**config.mk**
```make
export PLATFORM = sky130hd
export DESIGN_NAME = imem_loader_flat
export DESIGN_NICKNAME = d
export VERILOG_FILES = /design/src/rtl/imem_loader_pkg.sv /design/src/rtl/imem_loader_if.sv /design/src/rtl/imem_loader_word_assembler.sv /design/src/rtl/imem_loader.sv /design/src/flat_wrapper.sv
export SDC_FILE = /design/constraint.sdc
export NUM_CORES = 1
export LEC_CHECK = 0
export ABC_AREA = 1
export BUFFER_PORTS_ARGS = -buffer_cell sky130_fd_sc_hd__buf_2
export CAP_MARGIN = 20
export CORE_MARGIN = 5
export CORE_UTILIZATION = 40
export DETAILED_ROUTE_END_ITERATION = 10
export HOLD_SLACK_MARGIN = 0.05
export SETUP_SLACK_MARGIN = 0.2
export SLEW_MARGIN = 20
export SYNTH_ARGS = -nofsm -noshare
export SYNTH_HDL_FRONTEND = slang
export SYNTH_SLANG_ARGS = --single-unit
```
**constraint.sdc**
```tcl
create_clock -name clk -period 2 [get_ports clk]
set_input_delay 0.4 -clock clk [delete_from_list [all_inputs] [get_ports clk]]
set_output_delay 0.4 -clock clk [all_outputs]
set_load 0.01 [all_outputs]
```
**src/rtl/imem_loader_pkg.sv**
```systemverilog
// Shared types and constants for the instruction-memory loader.
// IMEM_LOADER_CSUM_EN adds the trailing checksum-byte state.
package imem_loader_pkg;

    localparam int BYTES_PER_WORD = 4;
    localparam int LEN_BYTES      = 2;
    localparam int CSUM_W         = 8;
    localparam int IDX_W          = $clog2(BYTES_PER_WORD);

    typedef enum logic [2:0] {
        ST_IDLE   = 3'd0,
        ST_LEN_LO = 3'd1,
        ST_LEN_HI = 3'd2,
        ST_DATA   = 3'd3,
`ifdef IMEM_LOADER_CSUM_EN
        ST_CSUM   = 3'd4,
`endif
        ST_DONE   = 3'd5
    } state_t;

endpackage

```
**src/rtl/imem_loader_if.sv**
```systemverilog
// Byte-stream handshake plus instruction-memory write port of the loader.
// master = byte source / memory side, slave = the loader itself.
interface imem_loader_if #(
    parameter int ADDR_W = 6
) ();
    logic [7:0]        byte_data;
    logic              byte_valid;
    logic              byte_ready;
    logic              mem_we;
    logic [ADDR_W-1:0] mem_addr;
    logic [31:0]       mem_wdata;

    modport master (
        output byte_data, byte_valid,
        input  byte_ready, mem_we, mem_addr, mem_wdata
    );

    modport slave (
        input  byte_data, byte_valid,
        output byte_ready, mem_we, mem_addr, mem_wdata
    );
endinterface

```
**src/rtl/imem_loader_word_assembler.sv**
```systemverilog
// Packs accepted bytes LSB-first into a 32-bit word; word_done flags the
// cycle the final byte arrives, with the complete word already on 'word'.
module word_assembler
    import imem_loader_pkg::*;
(
    input  logic                        clk,
    input  logic                        reset,
    input  logic                        clear,
    input  logic                        accept,
    input  logic [7:0]                  byte_data,
    output logic [8*BYTES_PER_WORD-1:0] word,
    output logic                        word_done
);
    logic [IDX_W-1:0]                idx_q, idx_d;
    logic [BYTES_PER_WORD-1:0][7:0]  lanes_q, lanes_d;

    always_comb begin
        idx_d   = idx_q;
        lanes_d = lanes_q;
        if (clear) begin
            idx_d = '0;
        end else if (accept) begin
            lanes_d[idx_q] = byte_data;
            idx_d          = idx_q + IDX_W'(1);
        end
    end

    assign word_done = accept && !clear && (idx_q == IDX_W'(BYTES_PER_WORD - 1));

    // Bypass the incoming byte so the word is complete in its final cycle.
    genvar gi;
    generate
        for (gi = 0; gi < BYTES_PER_WORD; gi++) begin : g_lane
            assign word[8*gi +: 8] = (accept && idx_q == IDX_W'(gi)) ? byte_data : lanes_q[gi];
        end
    endgenerate

    always_ff @(posedge clk) begin
        if (reset) begin
            idx_q   <= '0;
            lanes_q <= '0;
        end else begin
            idx_q   <= idx_d;
            lanes_q <= lanes_d;
        end
    end
endmodule

```
**src/rtl/imem_loader.sv**
```systemverilog
// Loads instruction memory from a length-prefixed byte stream, holding the
// core in reset meanwhile. IMEM_LOADER_CSUM_EN enables the checksum byte.
module imem_loader
    import imem_loader_pkg::*;
#(
    parameter int DEPTH  = 64,
    parameter int ADDR_W = $clog2(DEPTH)
) (
    input  logic         clk,
    input  logic         reset,
    input  logic         start,
    imem_loader_if.slave bus,
    output logic         core_hold,
    output logic         busy,
    output logic         done,
    output logic         len_err,
    output logic         csum_err,
    output logic [15:0]  words_loaded
);
    localparam int                   LEN_W   = 8 * LEN_BYTES;
    localparam logic [LEN_W-1:0]     DEPTH_W = LEN_W'(DEPTH);
`ifdef IMEM_LOADER_CSUM_EN
    localparam state_t ST_AFTER_DATA = ST_CSUM;
`else
    localparam state_t ST_AFTER_DATA = ST_DONE;
`endif

    state_t             state_q, state_d;
    logic [LEN_W-1:0]   len_q, len_d;
    logic [15:0]        words_q, words_d;
    logic               len_err_q, len_err_d;
    logic               mem_we_q, mem_we_d;
    logic [ADDR_W-1:0]  mem_addr_q, mem_addr_d;
    logic [31:0]        mem_wdata_q, mem_wdata_d;
`ifdef IMEM_LOADER_CSUM_EN
    logic [CSUM_W-1:0]  csum_q, csum_d;
    logic               csum_err_q, csum_err_d;
`endif

    logic               byte_ready;
    logic               accept;
    logic               asm_accept;
    logic               asm_clear;
    logic               word_done;
    logic [31:0]        word;
    logic [LEN_W-1:0]   len_full;

    assign accept     = bus.byte_valid && byte_ready;
    assign asm_accept = accept && (state_q == ST_DATA);
    assign asm_clear  = (state_q == ST_IDLE);
    assign len_full   = {bus.byte_data, len_q[7:0]};

    word_assembler u_word_assembler (
        .clk       (clk),
        .reset     (reset),
        .clear     (asm_clear),
        .accept    (asm_accept),
        .byte_data (bus.byte_data),
        .word      (word),
        .word_done (word_done)
    );

    always_ff @(posedge clk) begin
        if (reset) state_q <= ST_IDLE;
        else       state_q <= state_d;
    end

    // DATA exits the cycle after the last word's write strobe, so done trails it by one.
    always_comb begin
        state_d = state_q;
        case (state_q)
            ST_IDLE:   if (start) state_d = ST_LEN_LO;
            ST_LEN_LO: if (accept) state_d = ST_LEN_HI;
            ST_LEN_HI: if (accept) begin
                if (len_full == '0)         state_d = ST_AFTER_DATA;
                else if (len_full > DEPTH_W) state_d = ST_DONE;
                else                         state_d = ST_DATA;
            end
            ST_DATA:   if (words_q == len_q) state_d = ST_AFTER_DATA;
`ifdef IMEM_LOADER_CSUM_EN
            ST_CSUM:   if (accept) state_d = ST_DONE;
`endif
            ST_DONE:   state_d = ST_IDLE;
            default:   state_d = ST_IDLE;
        endcase
    end

    always_comb begin
        busy      = (state_q != ST_IDLE);
        core_hold = busy;
        done      = (state_q == ST_DONE);
        case (state_q)
            ST_LEN_LO, ST_LEN_HI: byte_ready = 1'b1;
            ST_DATA:              byte_ready = (words_q != len_q);
`ifdef IMEM_LOADER_CSUM_EN
            ST_CSUM:              byte_ready = 1'b1;
`endif
            default:              byte_ready = 1'b0;
        endcase
    end

    always_comb begin
        len_d       = len_q;
        words_d     = words_q;
        len_err_d   = len_err_q;
        mem_we_d    = 1'b0;
        mem_addr_d  = mem_addr_q;
        mem_wdata_d = mem_wdata_q;
`ifdef IMEM_LOADER_CSUM_EN
        csum_d      = csum_q;
        csum_err_d  = csum_err_q;
`endif
        if (state_q == ST_IDLE && start) begin
            words_d   = '0;
            len_err_d = 1'b0;
`ifdef IMEM_LOADER_CSUM_EN
            csum_d     = '0;
            csum_err_d = 1'b0;
`endif
        end
        if (accept && state_q == ST_LEN_LO) len_d[7:0] = bus.byte_data;
        if (accept && state_q == ST_LEN_HI) begin
            len_d = len_full;
            if (len_full > DEPTH_W) len_err_d = 1'b1;
        end
        if (word_done) begin
            mem_we_d    = 1'b1;
            mem_addr_d  = words_q[ADDR_W-1:0];
            mem_wdata_d = word;
            words_d     = words_q + 16'd1;
        end
`ifdef IMEM_LOADER_CSUM_EN
        if (asm_accept) csum_d = csum_q + bus.byte_data;
        if (accept && state_q == ST_CSUM && bus.byte_data != csum_q) csum_err_d = 1'b1;
`endif
    end

    always_ff @(posedge clk) begin
        if (reset) begin
            len_q       <= '0;
            words_q     <= '0;
            len_err_q   <= 1'b0;
            mem_we_q    <= 1'b0;
            mem_addr_q  <= '0;
            mem_wdata_q <= '0;
`ifdef IMEM_LOADER_CSUM_EN
            csum_q      <= '0;
            csum_err_q  <= 1'b0;
`endif
        end else begin
            len_q       <= len_d;
            words_q     <= words_d;
            len_err_q   <= len_err_d;
            mem_we_q    <= mem_we_d;
            mem_addr_q  <= mem_addr_d;
            mem_wdata_q <= mem_wdata_d;
`ifdef IMEM_LOADER_CSUM_EN
            csum_q      <= csum_d;
            csum_err_q  <= csum_err_d;
`endif
        end
    end

    assign bus.byte_ready = byte_ready;
    assign bus.mem_we     = mem_we_q;
    assign bus.mem_addr   = mem_addr_q;
    assign bus.mem_wdata  = mem_wdata_q;
    assign len_err        = len_err_q;
    assign words_loaded   = words_q;
`ifdef IMEM_LOADER_CSUM_EN
    assign csum_err       = csum_err_q;
`else
    assign csum_err       = 1'b0;
`endif
endmodule

```
**src/flat_wrapper.sv**
```systemverilog
// flat-port wrapper written by rule: the top's interface ports become plain ports
module imem_loader_flat import imem_loader_pkg::*;
#(
    parameter int DEPTH  = 64,
    parameter int ADDR_W = $clog2(DEPTH)
)
  (clk, reset, start, core_hold, busy, done, len_err, csum_err, words_loaded, bus_byte_data, bus_byte_valid, bus_byte_ready, bus_mem_we, bus_mem_addr, bus_mem_wdata);
  imem_loader_if #(.ADDR_W(ADDR_W)) bus_i ();
  input  logic clk;
  input  logic reset;
  input  logic start;
  output logic core_hold;
  output logic busy;
  output logic done;
  output logic len_err;
  output logic csum_err;
  output logic [15:0] words_loaded;
  input wire logic [$bits(bus_i.byte_data)-1:0] bus_byte_data;
  input wire logic [$bits(bus_i.byte_valid)-1:0] bus_byte_valid;
  output wire logic [$bits(bus_i.byte_ready)-1:0] bus_byte_ready;
  output wire logic [$bits(bus_i.mem_we)-1:0] bus_mem_we;
  output wire logic [$bits(bus_i.mem_addr)-1:0] bus_mem_addr;
  output wire logic [$bits(bus_i.mem_wdata)-1:0] bus_mem_wdata;
  assign bus_i.byte_data = bus_byte_data;
  assign bus_i.byte_valid = bus_byte_valid;
  assign bus_byte_ready = bus_i.byte_ready;
  assign bus_mem_we = bus_i.mem_we;
  assign bus_mem_addr = bus_i.mem_addr;
  assign bus_mem_wdata = bus_i.mem_wdata;
  imem_loader #(.DEPTH(DEPTH), .ADDR_W(ADDR_W)) u_core (.clk(clk), .reset(reset), .start(start), .bus(bus_i), .core_hold(core_hold), .busy(busy), .done(done), .len_err(len_err), .csum_err(csum_err), .words_loaded(words_loaded));
endmodule
```
==> summary.md, run 1 <==
| Metric | Value |
|---|---|
| CP Capture Type | output port |
| RSZ-0062 raised after global routing | true |
| Peak VDD IR | 0.458 mV |
| H-tree levels | 3 |
| Fin cells | 960 |
| Drt first-iter violations | roughly 380 |
| Most frequent cells in the layout | nand2_1, inv_1, dfxtp_1 |
| Worst skew pair latency | 350 ps |
| DRT Wirelength | 15800 µm |
| Slowest stage delay, CP | 350 ps |
| Detailed Routing Iterations Pass 1 | 5 |
| First-pass GRT wire length | between 20000 and 25000 µm |
| Avg Vias per Cell | ~5.3 |
| Die Span Y | around 120 µm |
| Post-synth top flop | dfxtp_1 |
| Met1 WL | 6660 µm |
| Least-Margin Pin Slew | about 560 ps |
| Final nets | 826 |
| Worst setup margin | 38.5 ps |
| Syn_area_per_cell | 7.10 µm² |
| CP required | roughly 1600 ps |
| DR WL/cell | 16.4 µm |
| Highest routed layer | met4 |
| Final RePlAce weighted congestion | 0.937 |
| Hold WS | 356 ps |
| Placed inst area | 5430 µm² |
| Slew HR | 62.9% |
| Skew final | 11.8 ps |
| Fill cells | 1058 |
| Place WS | 12.2 ps |
| CTS tree | yes |
| # setup viols final | 0 |
| GRT Util Overall | 21.2% |
| Hold Startpoint | bus_byte_data[2] |
| # rows | 40 |
| FF+latch count, synth | 101 |
| Hpwl dp | 9730 µm |
| Reg2reg start | u_core.words_loaded[9] |
| Syn_nets | 691 |
| Clock buffer depth | 2 |
| Tmin final | 1960 ps |
| Yosys warns | 0 |
| Crit path top cell by count | nand2_1 |
| Slowest CP cell | dfxtp_2 |
| Vias | 5047 |
| I/O pins | 73 |
| Synth-to-Final Area Change | 47.5% |
| Ys async rst share | 0% |
| F_max | slightly above 0.5 GHz |
| Antenna cells | 0 |
| Yosys cell types | 33 |
| Worst setup SP type | flip-flop |
| Die area | 14200 µm² |
| Run status | completed |
| CTS buffer count | 9 |
| Crit path DAT | 1560 ps |
| Wire length on met2 | 7800 µm |
| WL met3 | 899 µm |
| Post-DRT Antenna Nets | 0 |
| Fin crit share | 98.1% |
| Critical Path Start | u_core.len_q[5] |
| Antenna violations before repair | 0 |
| CP Cell Sequence | inv_2 > nand2_1 > nand2_1 > nor2_2 > nand2_1 > nor2_1 > nand2_1 > nand2_4 > nand2_8 > buf_6 |
| Crit path max fanout | 5 |
| Final Util | between 50% and 60% |
| Placed cells | between 800 and 900 |
| Final Cell Area | 7060 µm² |
| DRC Markers | 0 |
| Worst min path class | input pin to flip-flop |
| Core Area | 11900 µm² |
| Starting Density | 40.3% |
| Die X | 119 µm |
| Largest net degree at the start of global routing | 38 |
| Vias in the first global route | 4841 |
| Synth Instances | slightly below 700 |
| Setup TNS | 0 ps |
| Commonest non-fill, non-tap cell in the layout | nand2_1 |
| PD cells | 795 nW/µm² |
| Type of the worst setup path | flip-flop to output port |
| Maxcap violations | 0 |
| Slew Limit Fails | 0 |
| Ratio of cells with drive above 1 in the final layout | 43.7% |
| CTS Sinks | 101 |
| Sequential fraction of the synthesis area | 42.3% |
| Leak pwr | 3.02 nW |
| Grt ovf | 0 |
| Post-Syn Area | 4780 µm² |
| Worst-path clk slew | 70 ps |
| Number of enable flip-flop cells after synthesis | 0 |
| Final Hold Fails | 0 |
| I/O Buffers | between 70 and 80 |
| CTS Root Buffer Type | clkbuf_16 |
| Power, Total | 5.61 mW |
==> critical path: cells and delay by family (launching register included) <==
family        cells  cell delay (ps)
simple gates      8              690
flops             1              350
buf+inv           2              170
==> per-layer routing <==
| layer | vias to the layer above | global-route usage, % |
|---|---|---|
| met1 | 2394 | 25.9 |
| li1 | 2441 | - |
| met3 | 40 | 4.56 |
| met4 | 0 | 7.95 |
| met5 | - | 0 |
| met2 | 172 | 36.7 |
==> worst paths after layout <==
check	end	slack (ps)	depth (start not counted)
max	bus_byte_ready	40	10
min	u_core.len_q[2]	360	3
max reg2reg	u_core.state_q[0]	50	16
min reg2reg	u_core.len_err	470	2
==> power by group <==
| part | switching (mW) | leakage, nW | internal (mW) | total (mW) |
|---|---|---|---|---|
| Clock | 0.795 | 0.152 | 1.04 | 1.84 |
| Combinational | 0.976 | 2.04 | 0.645 | 1.62 |
| Sequential | 0.0670 | 0.831 | 2.09 | 2.15 |
| Total | 1.84 | 3.02 | 3.77 | 5.61 |
==> final cells by class <==
type	count	area, µm²	share of cell area (%)
clock buffer	11	253	3.58
clock inverter	4	56.3	0.798
inverter	109	419	5.94
multi-input combinational	430	2710	38.3
sequential	101	2080	29.4
tap	147	184	2.61
timing repair buffer	158	1360	19.3
==> cell families after synthesis <==
| group | Yosys count | share of synthesized area, % |
|---|---|---|
| compound gates | 129 | 13.9 |
| xor+xnor | 8 | 1.46 |
| fa+ha+maj | 5 | 1.31 |
| buf+inv | 144 | 12.8 |
| flops | 101 | 42.3 |
| other cells | 1 | 0.0784 |
| simple gates | 286 | 28.1 |
==> Yosys cell counts, types with 2 or more instances <==
library cell	n	share of area (%)
nand4_1	30	3.9
buf_2	8	0.84
nand3_1	49	5.1
ha_1	5	1.3
xor2_1	8	1.5
inv_2	8	0.63
nor3_1	9	0.94
a21oi_1	97	10
nand2_1	152	12
dfxtp_1	101	42
o211ai_1	2	0.31
buf_4	3	0.47
nor2_2	4	0.52
o21ai_0	26	2.7
inv_1	101	7.9
clkbuf_1	17	1.3
nor2_1	24	1.9
nand2_2	9	1.2
buf_6	7	1.6
==> state kept, by name, summed over array words and instances, names as in the netlist <==
name / count
u_core.bus.mem_wdata: 32
u_core.u_word_assembler.lanes_q: 24
u_core.len_q: 16
u_core.words_loaded: 16
u_core.bus.mem_addr: 6
u_core.state_q: 3
u_core.u_word_assembler.idx_q: 2
u_core.bus.mem_we: 1
u_core.len_err: 1
==> repair_timing <==
item / 4_1_cts / 5_1_grt
pin swaps: 21 / 57
hold buffers: 0 / 0
buffers inserted: 32 / 10
setup endpoints to repair: 92 / 104
gates resized for setup: 92 / 139
gates cloned: 9 / 2
No activity file was read; power rests on OpenSTA's default activity.
==> run 2, diff against run 1 <==
Settings changed: CORE_UTILIZATION 40 to 45, PLACE_DENSITY set to 0.66.
==> summary.md, run 2 (synthesis gave the netlist of run 1 again) <==
| Metric | Value |
|---|---|
| Vias | 5165 (+2.3%) |
| Largest register FFs | 32 (unchanged) |
| F_max | 0.481 GHz (-5.6%) |
| Fin crit share | 104% (+5.9 points) |
| Hpwl dp | 9350 µm (-3.9%) |
| Slowest CP cell | dfxtp_2 |
| Final RePlAce weighted congestion | 0.874 (-6.7%) |
| # rows | 37 (-7.5%) |
| I/O Buffers | 71 (unchanged) |
| Slowest stage delay, CP | 350 ps (about the same) |
| CTS tree | yes |
| DRC Markers | 0 (unchanged) |
| CTS Root Buffer Type | clkbuf_8 |
| CP Cell Sequence | inv_2 > nand2_1 > nand2_2 > nor2_2 > nand2_1 > nor2_1 > nand2_1 > nand2_4 > buf_6 > buf_6 > a21oi_4 > buf_6 > clkbuf_16 > nand4_1 > nand3_2 > nand2_1 > inv_1 |
| Setup TNS | -1180 ps (-1180 ps) |
| Least-Margin Pin Slew | 651 ps (+93.5 ps) |
| Detailed Routing Iterations Pass 1 | 7 (+2) |
| Most frequent cells in the layout | nand2_1, inv_1, buf_2 |
| Final nets | 834 (+0.97%) |
| Final Cell Area | 7050 µm² (-0.14%) |
| PD cells | 762 nW/µm² (-4.1%) |
| Drt first-iter violations | 465 (+24%) |
| Run status | complete, but fails checks |
| DR WL/cell | 17.2 µm (+4.9%) |
| Worst-path clk slew | 100 ps (+30 ps) |
| Antenna cells | 0 (unchanged) |
| Register area | 2080 µm² (+0.24%) |
| M3 GR Usage | 4.81% (+0.25 points) |
| Core Area | 10400 µm² (-13%) |
| Final Hold Fails | 0 (unchanged) |
| Avg Vias per Cell | 5.40 (+2.7%) |
| Worst skew pair latency | 380 ps (+30 ps) |
| Ratio of cells with drive above 1 in the final layout | 44.0% (+0.31 points) |
| WP buf/inv | 6 (+4) |
| Synth-to-Final Area Change | 47.3% |
| I/O pins | 73 (unchanged) |
| Die X | 113 µm (-5.2%) |
| Hold WS | 310 ps (-45.5 ps) |
| CP required | 2320 ps (+720 ps) |
| Largest net degree at the start of global routing | 82 (+120%) |
| Type of the worst setup path | flip-flop to flip-flop |
| Tmin final | 2080 ps (+117 ps) |
| DRT Wirelength | 16500 µm (+4.5%) |
| RSZ-0062 raised after global routing | true |
| CP Capture Type | flip-flop |
| Placed inst area | 5410 µm² (-0.35%) |
| GRT Util Overall | 23.3% (+2.0 points) |
| Place WS | -0.521 ps (-12.8 ps) |
| Grt ovf | 0 (unchanged) |
| Starting Density | 46.1% (+5.8 points) |
| Worst min path class | input pin to flip-flop |
| Slew HR | 56.6% (-6.3 points) |
| Maxcap violations | 0 (unchanged) |
| CTS Sinks | 101 (unchanged) |
| Top Usage Layer GRT | met2 |
| # setup viols final | 42 (+42) |
| CTS buffer count | 9 (unchanged) |
| Met2 Track Usage GR | 40.6% (+3.9 points) |
| Die Span Y | 113 µm (-5.2%) |
| Failing checks | setup timing |
| Crit path DAT | 2400 ps (+840 ps) |
| Die area | 12800 µm² (-10%) |
| Peak VDD IR | 0.562 mV (+23%) |
| Leak pwr | 3.08 nW (+1.9%) |
| First-pass GRT wire length | 23800 µm (-1.3%) |
| H-tree levels | 3 (unchanged) |
| Worst setup margin | -78.5 ps (-117 ps) |
| Worst setup SP type | flip-flop |
| Post-DRT Antenna Nets | 0 (unchanged) |
| Antenna violations before repair | 0 (unchanged) |
| Final Util | 68.0% (+8.5 points) |
| Fill cells | 804 (-24%) |
| Slew Limit Fails | 0 (unchanged) |
| Crit path top cell by count | nand2_1 |
| Multi-input gate area | 2710 µm² (+0.28%) |
| Hold Buf Count CTS | 0 (unchanged) |
| Vias in the first global route | 4807 (-0.70%) |
| Met1 usage | 28.5% (+2.6 points) |
| Commonest non-fill, non-tap cell in the layout | nand2_1 |
| Clock buffer depth | 2 (unchanged) |
| Top delay family on crit path | simple AND/OR/NAND/NOR gates |
| Crit path max fanout | 6 (+1) |
| Skew final | 9.85 ps (-1.90 ps) |
run 2: changes by cell type in the layout (fill, tap and decap cells not counted), sizes merged:
cell	before	now
clkbuf	12	15
clkinvlp	0	1
clkinv	2	1
bufinv	1	0
buf	157	163
run 2: worst min-delay path, cell delays in order:
cell	delay (ps)
buf_2	120
inv_1	70
a21oi_1	60
run 2: layer usage:
layer | share of wire [%] | vias up
li1 | - | 2460
met5 | 0 | -
met1 | 40 | 2467
met4 | 3.8 | 0
met2 | 50 | 188
met3 | 6.7 | 50
run 2: cell type report:
type                       instances  share of cell area, %
clock buffer                      12                   2.06
clock inverter                     3                  0.302
inverter                         109                   6.05
multi-input combinational        430                   38.5
sequential                       101                   29.5
tap                              136                   2.41
timing repair buffer             166                   21.1
run 2: final timing paths:
path	slack, ps	endpoint	startpoint	depth (start not counted)
worst min register to register	470	u_core.len_q[13]	u_core.len_q[13]	2
worst max register to register	-80	u_core.bus.mem_wdata[19]	u_core.len_q[10]	17
worst max-delay path	-80	u_core.bus.mem_wdata[19]	u_core.len_q[10]	17
worst min-delay path	310	u_core.len_q[2]	bus_byte_data[2]	3
run 2: timing repair:
item                       4_1_cts  5_1_grt
gates resized for setup        104      149
gates cloned                     8        4
setup endpoints to repair       99      103
pin swaps                       21       43
setup buffers                   44        9
run 2: power by group:
group / switching, mW / leakage [nW] / internal, mW
Combinational: 1.12 / 2.16 / 0.886
Sequential: 0.0813 / 0.832 / 2.09
Clock: 0.707 / 0.0828 / 0.484
Total: 1.91 / 3.08 / 3.46
run 2: per-stage QoR:
| step | power (mW) | cells |
|---|---|---|
| finish | 5.37 | 957 |
| global route | 5.59 | 957 |
| CTS | 4.89 | 944 |
| detailed placement | 3.28 | 877 |
| global placement | 3.25 | 877 |
| floorplan | 2.97 | 674 |
==> run 3, diff against run 2 <==
Settings changed: CORE_UTILIZATION 45 to 56, PLACE_DENSITY 0.66 to 0.79.
==> summary.md, run 3 (synthesis gave the netlist of run 1 again) <==
| Metric | Value |
|---|---|
| Run status | complete, but fails checks |
| Failing checks | setup timing |
| Vias in the first global route | 4696 (-2.3%) |
| R2R depth | 17 (unchanged) |
| Starting Density | 57.9% (+12 points) |
| I/O Buffers | 71 (unchanged) |
| Final Cell Area | 6960 µm² (-1.2%) |
| Commonest non-fill, non-tap cell in the layout | nand2_1 |
| Power, Total | 5.44 mW (+1.3%) |
| Crit path max fanout | 6 (unchanged) |
| Worst skew pair latency | 400 ps (+20 ps) |
| Final nets | 822 (-1.4%) |
| Grt ovf | 0 (unchanged) |
| Terminus of the critical flop-to-flop path | u_core.bus.mem_wdata[6] |
| Die Span Y | 102 µm (-9.4%) |
| Worst min path class | input pin to flip-flop |
| Fill cells | 426 (-47%) |
| Hold Buf Count CTS | 0 (unchanged) |
| Type of the worst setup path | flip-flop to flip-flop |
| CP Capture Type | flip-flop |
| Detailed Routing Iterations Pass 1 | 6 (-1) |
| H-tree levels | 3 (unchanged) |
| Hold Path Depth | 3 (unchanged) |
| First-pass GRT wire length | 22400 µm (-5.9%) |
| Tmin final | 2280 ps (+199 ps) |
| Core Area | 8260 µm² (-20%) |
| Hold Path Sink | u_core.len_q[3] |
| Worst setup margin | -277 ps (-199 ps) |
| Least-Margin Pin Slew | 922 ps (+271 ps) |
| CTS Sinks | 101 (unchanged) |
| CTS buffer count | 9 (unchanged) |
| Drt first-iter violations | 666 (+43%) |
| Final Util | 84.3% (+16 points) |
| Most frequent cells in the layout | nand2_1, inv_1, dfxtp_1 |
| Final RePlAce weighted congestion | 0.917 (+4.9%) |
| Vias | 5830 (+13%) |
| Reg2reg start | u_core.len_q[1] |
| Hpwl dp | 9030 µm (-3.4%) |
| Antenna violations before repair | 0 (unchanged) |
| Ratio of cells with drive above 1 in the final layout | 41.2% (-2.7 points) |
| Crit path DAT | 2590 ps (+190 ps) |
| Final Hold Fails | 0 (unchanged) |
| Synth-to-Final Area Change | 45.5% |
| F_max | 0.439 GHz (-8.7%) |
| Largest register FFs | 32 (unchanged) |
| Fin crit share | 114% (+9.9 points) |
| Clock buffer depth | 2 (unchanged) |
| Hold Startpoint | bus_byte_data[3] |
| Die X | 102 µm (-9.4%) |
| CTS Root Buffer Type | clkbuf_8 |
| Avg Vias per Cell | 6.37 (+18%) |
| Maxcap violations | 0 (unchanged) |
| PD cells | 781 nW/µm² (+2.6%) |
| CTS tree | yes |
| Slew HR | 38.5% (-18 points) |
| DRC Markers | 0 (unchanged) |
| Worst setup SP type | flip-flop |
| GRT Util Overall | 27.2% (+3.9 points) |
| Largest net degree at the start of global routing | 48 (-41%) |
| DRT Wirelength | 19900 µm (+21%) |
| Leak pwr | 2.99 nW (-3.1%) |
| Highest routed layer | met4 |
| Skew final | 28.5 ps (+18.7 ps) |
| Peak VDD IR | 0.767 mV (+36%) |
| Worst R2R Setup Slack | -280 ps (-200 ps) |
| Worst-path clk slew | 130 ps (+30 ps) |
| Placed inst area | 5350 µm² (-1.1%) |
| Antenna cells | 0 (unchanged) |
| # setup viols final | 98 (+130%) |
| Wire length on met2 | 9060 µm (+10%) |
| I/O pins | 73 (unchanged) |
| WL met3 | 2500 µm (+130%) |
| Place WS | -3.76 ps (-3.24 ps) |
| Slew Limit Fails | 0 (unchanged) |
| Met1 WL | 6740 µm (+3.1%) |
| Die area | 10500 µm² (-18%) |
| # rows | 33 (-11%) |
| CP required | 2320 ps (about the same) |
| Setup TNS | -15000 ps (-13820 ps) |
| Post-DRT Antenna Nets | 0 (unchanged) |
| RSZ-0062 raised after global routing | true |
| DR WL/cell | 21.7 µm (+26%) |
==> run 3: changes by cell type in the layout (fill, tap and decap cells not counted), moves of 4 or more <==
cell and change:
dfxtp_1 +12, dfxtp_2 -10, inv_1 +9, inv_2 -9
buf_4 -8, a21oi_1 -6, a21oi_2 +6, buf_6 -6
nand2_1 +6, nand2_2 -4, nand3_1 -4
==> run 3: stage by stage <==
stage	hold slack (ps)	instances
3_3_place_gp	448	845
6_report	329	915
5_1_grt	334	915
4_1_cts	309	888
2_1_floorplan	444	674
3_5_place_dp	452	845
==> run 3: how the worst max path moves through the flow <==
stage,endpoint,from,slack [ps],cells past startpoint
floorplan,u_core.words_loaded[14],u_core.words_loaded[1],270,11
global placement,u_core.words_loaded[1],u_core.words_loaded[14],20,14
detailed placement,u_core.words_loaded[1],u_core.words_loaded[14],-4,14
CTS,bus_byte_ready,u_core.words_loaded[13],0.9,10
global route,u_core.bus.mem_wdata[6],u_core.len_q[2],-300,17
finish,u_core.bus.mem_wdata[6],u_core.len_q[1],-280,17
==> run 3: layer usage <==
layer,GRT usage [%],vias to the layer above
met5,0,-
met4,11.6,0
li1,-,2434
met3,4.51,204
met2,45.4,537
met1,34.6,2655
==> run 3: cell type report <==
| type | count | area, µm² | area share [%] |
|---|---|---|---|
| clock buffers | 10 | 128 | 1.83 |
| clock inverters | 6 | 55.1 | 0.791 |
| inverters | 109 | 424 | 6.09 |
| multi-input cells | 429 | 2740 | 39.3 |
| flip-flops and latches | 101 | 2060 | 29.6 |
| well taps | 105 | 131 | 1.89 |
| repair buffers | 155 | 1430 | 20.5 |
==> run 3: worst max-delay path: stages (launching register included) <==
cell and delay [ps]:
dfxtp_1 420, inv_1 100, nand2_1 100, nand2_1 90, nor2_1 110, nand2_1 70
nor2_1 130, nand2_1 120, nand2_4 130, buf_6 120, a21oi_4 60, buf_6 110
buf_6 130, clkbuf_16 160, nand4_1 120, nand3_1 120, nand2_1 90, inv_1 50
==> run 3: power by group <==
group          internal [mW]  switching [mW]
Sequential              2.09          0.0727
Combinational          0.816            1.17
Clock                  0.476           0.821
Total                   3.38            2.06
==> run 3: what timing repair did <==
| item | in CTS | in global routing |
|---|---|---|
| gates cloned | 5 | 7 |
| pin swaps | 14 | 49 |
| buffers inserted | 22 | 20 |
| setup endpoints to repair | 95 | 101 |
| resized for setup | 44 | 177 |
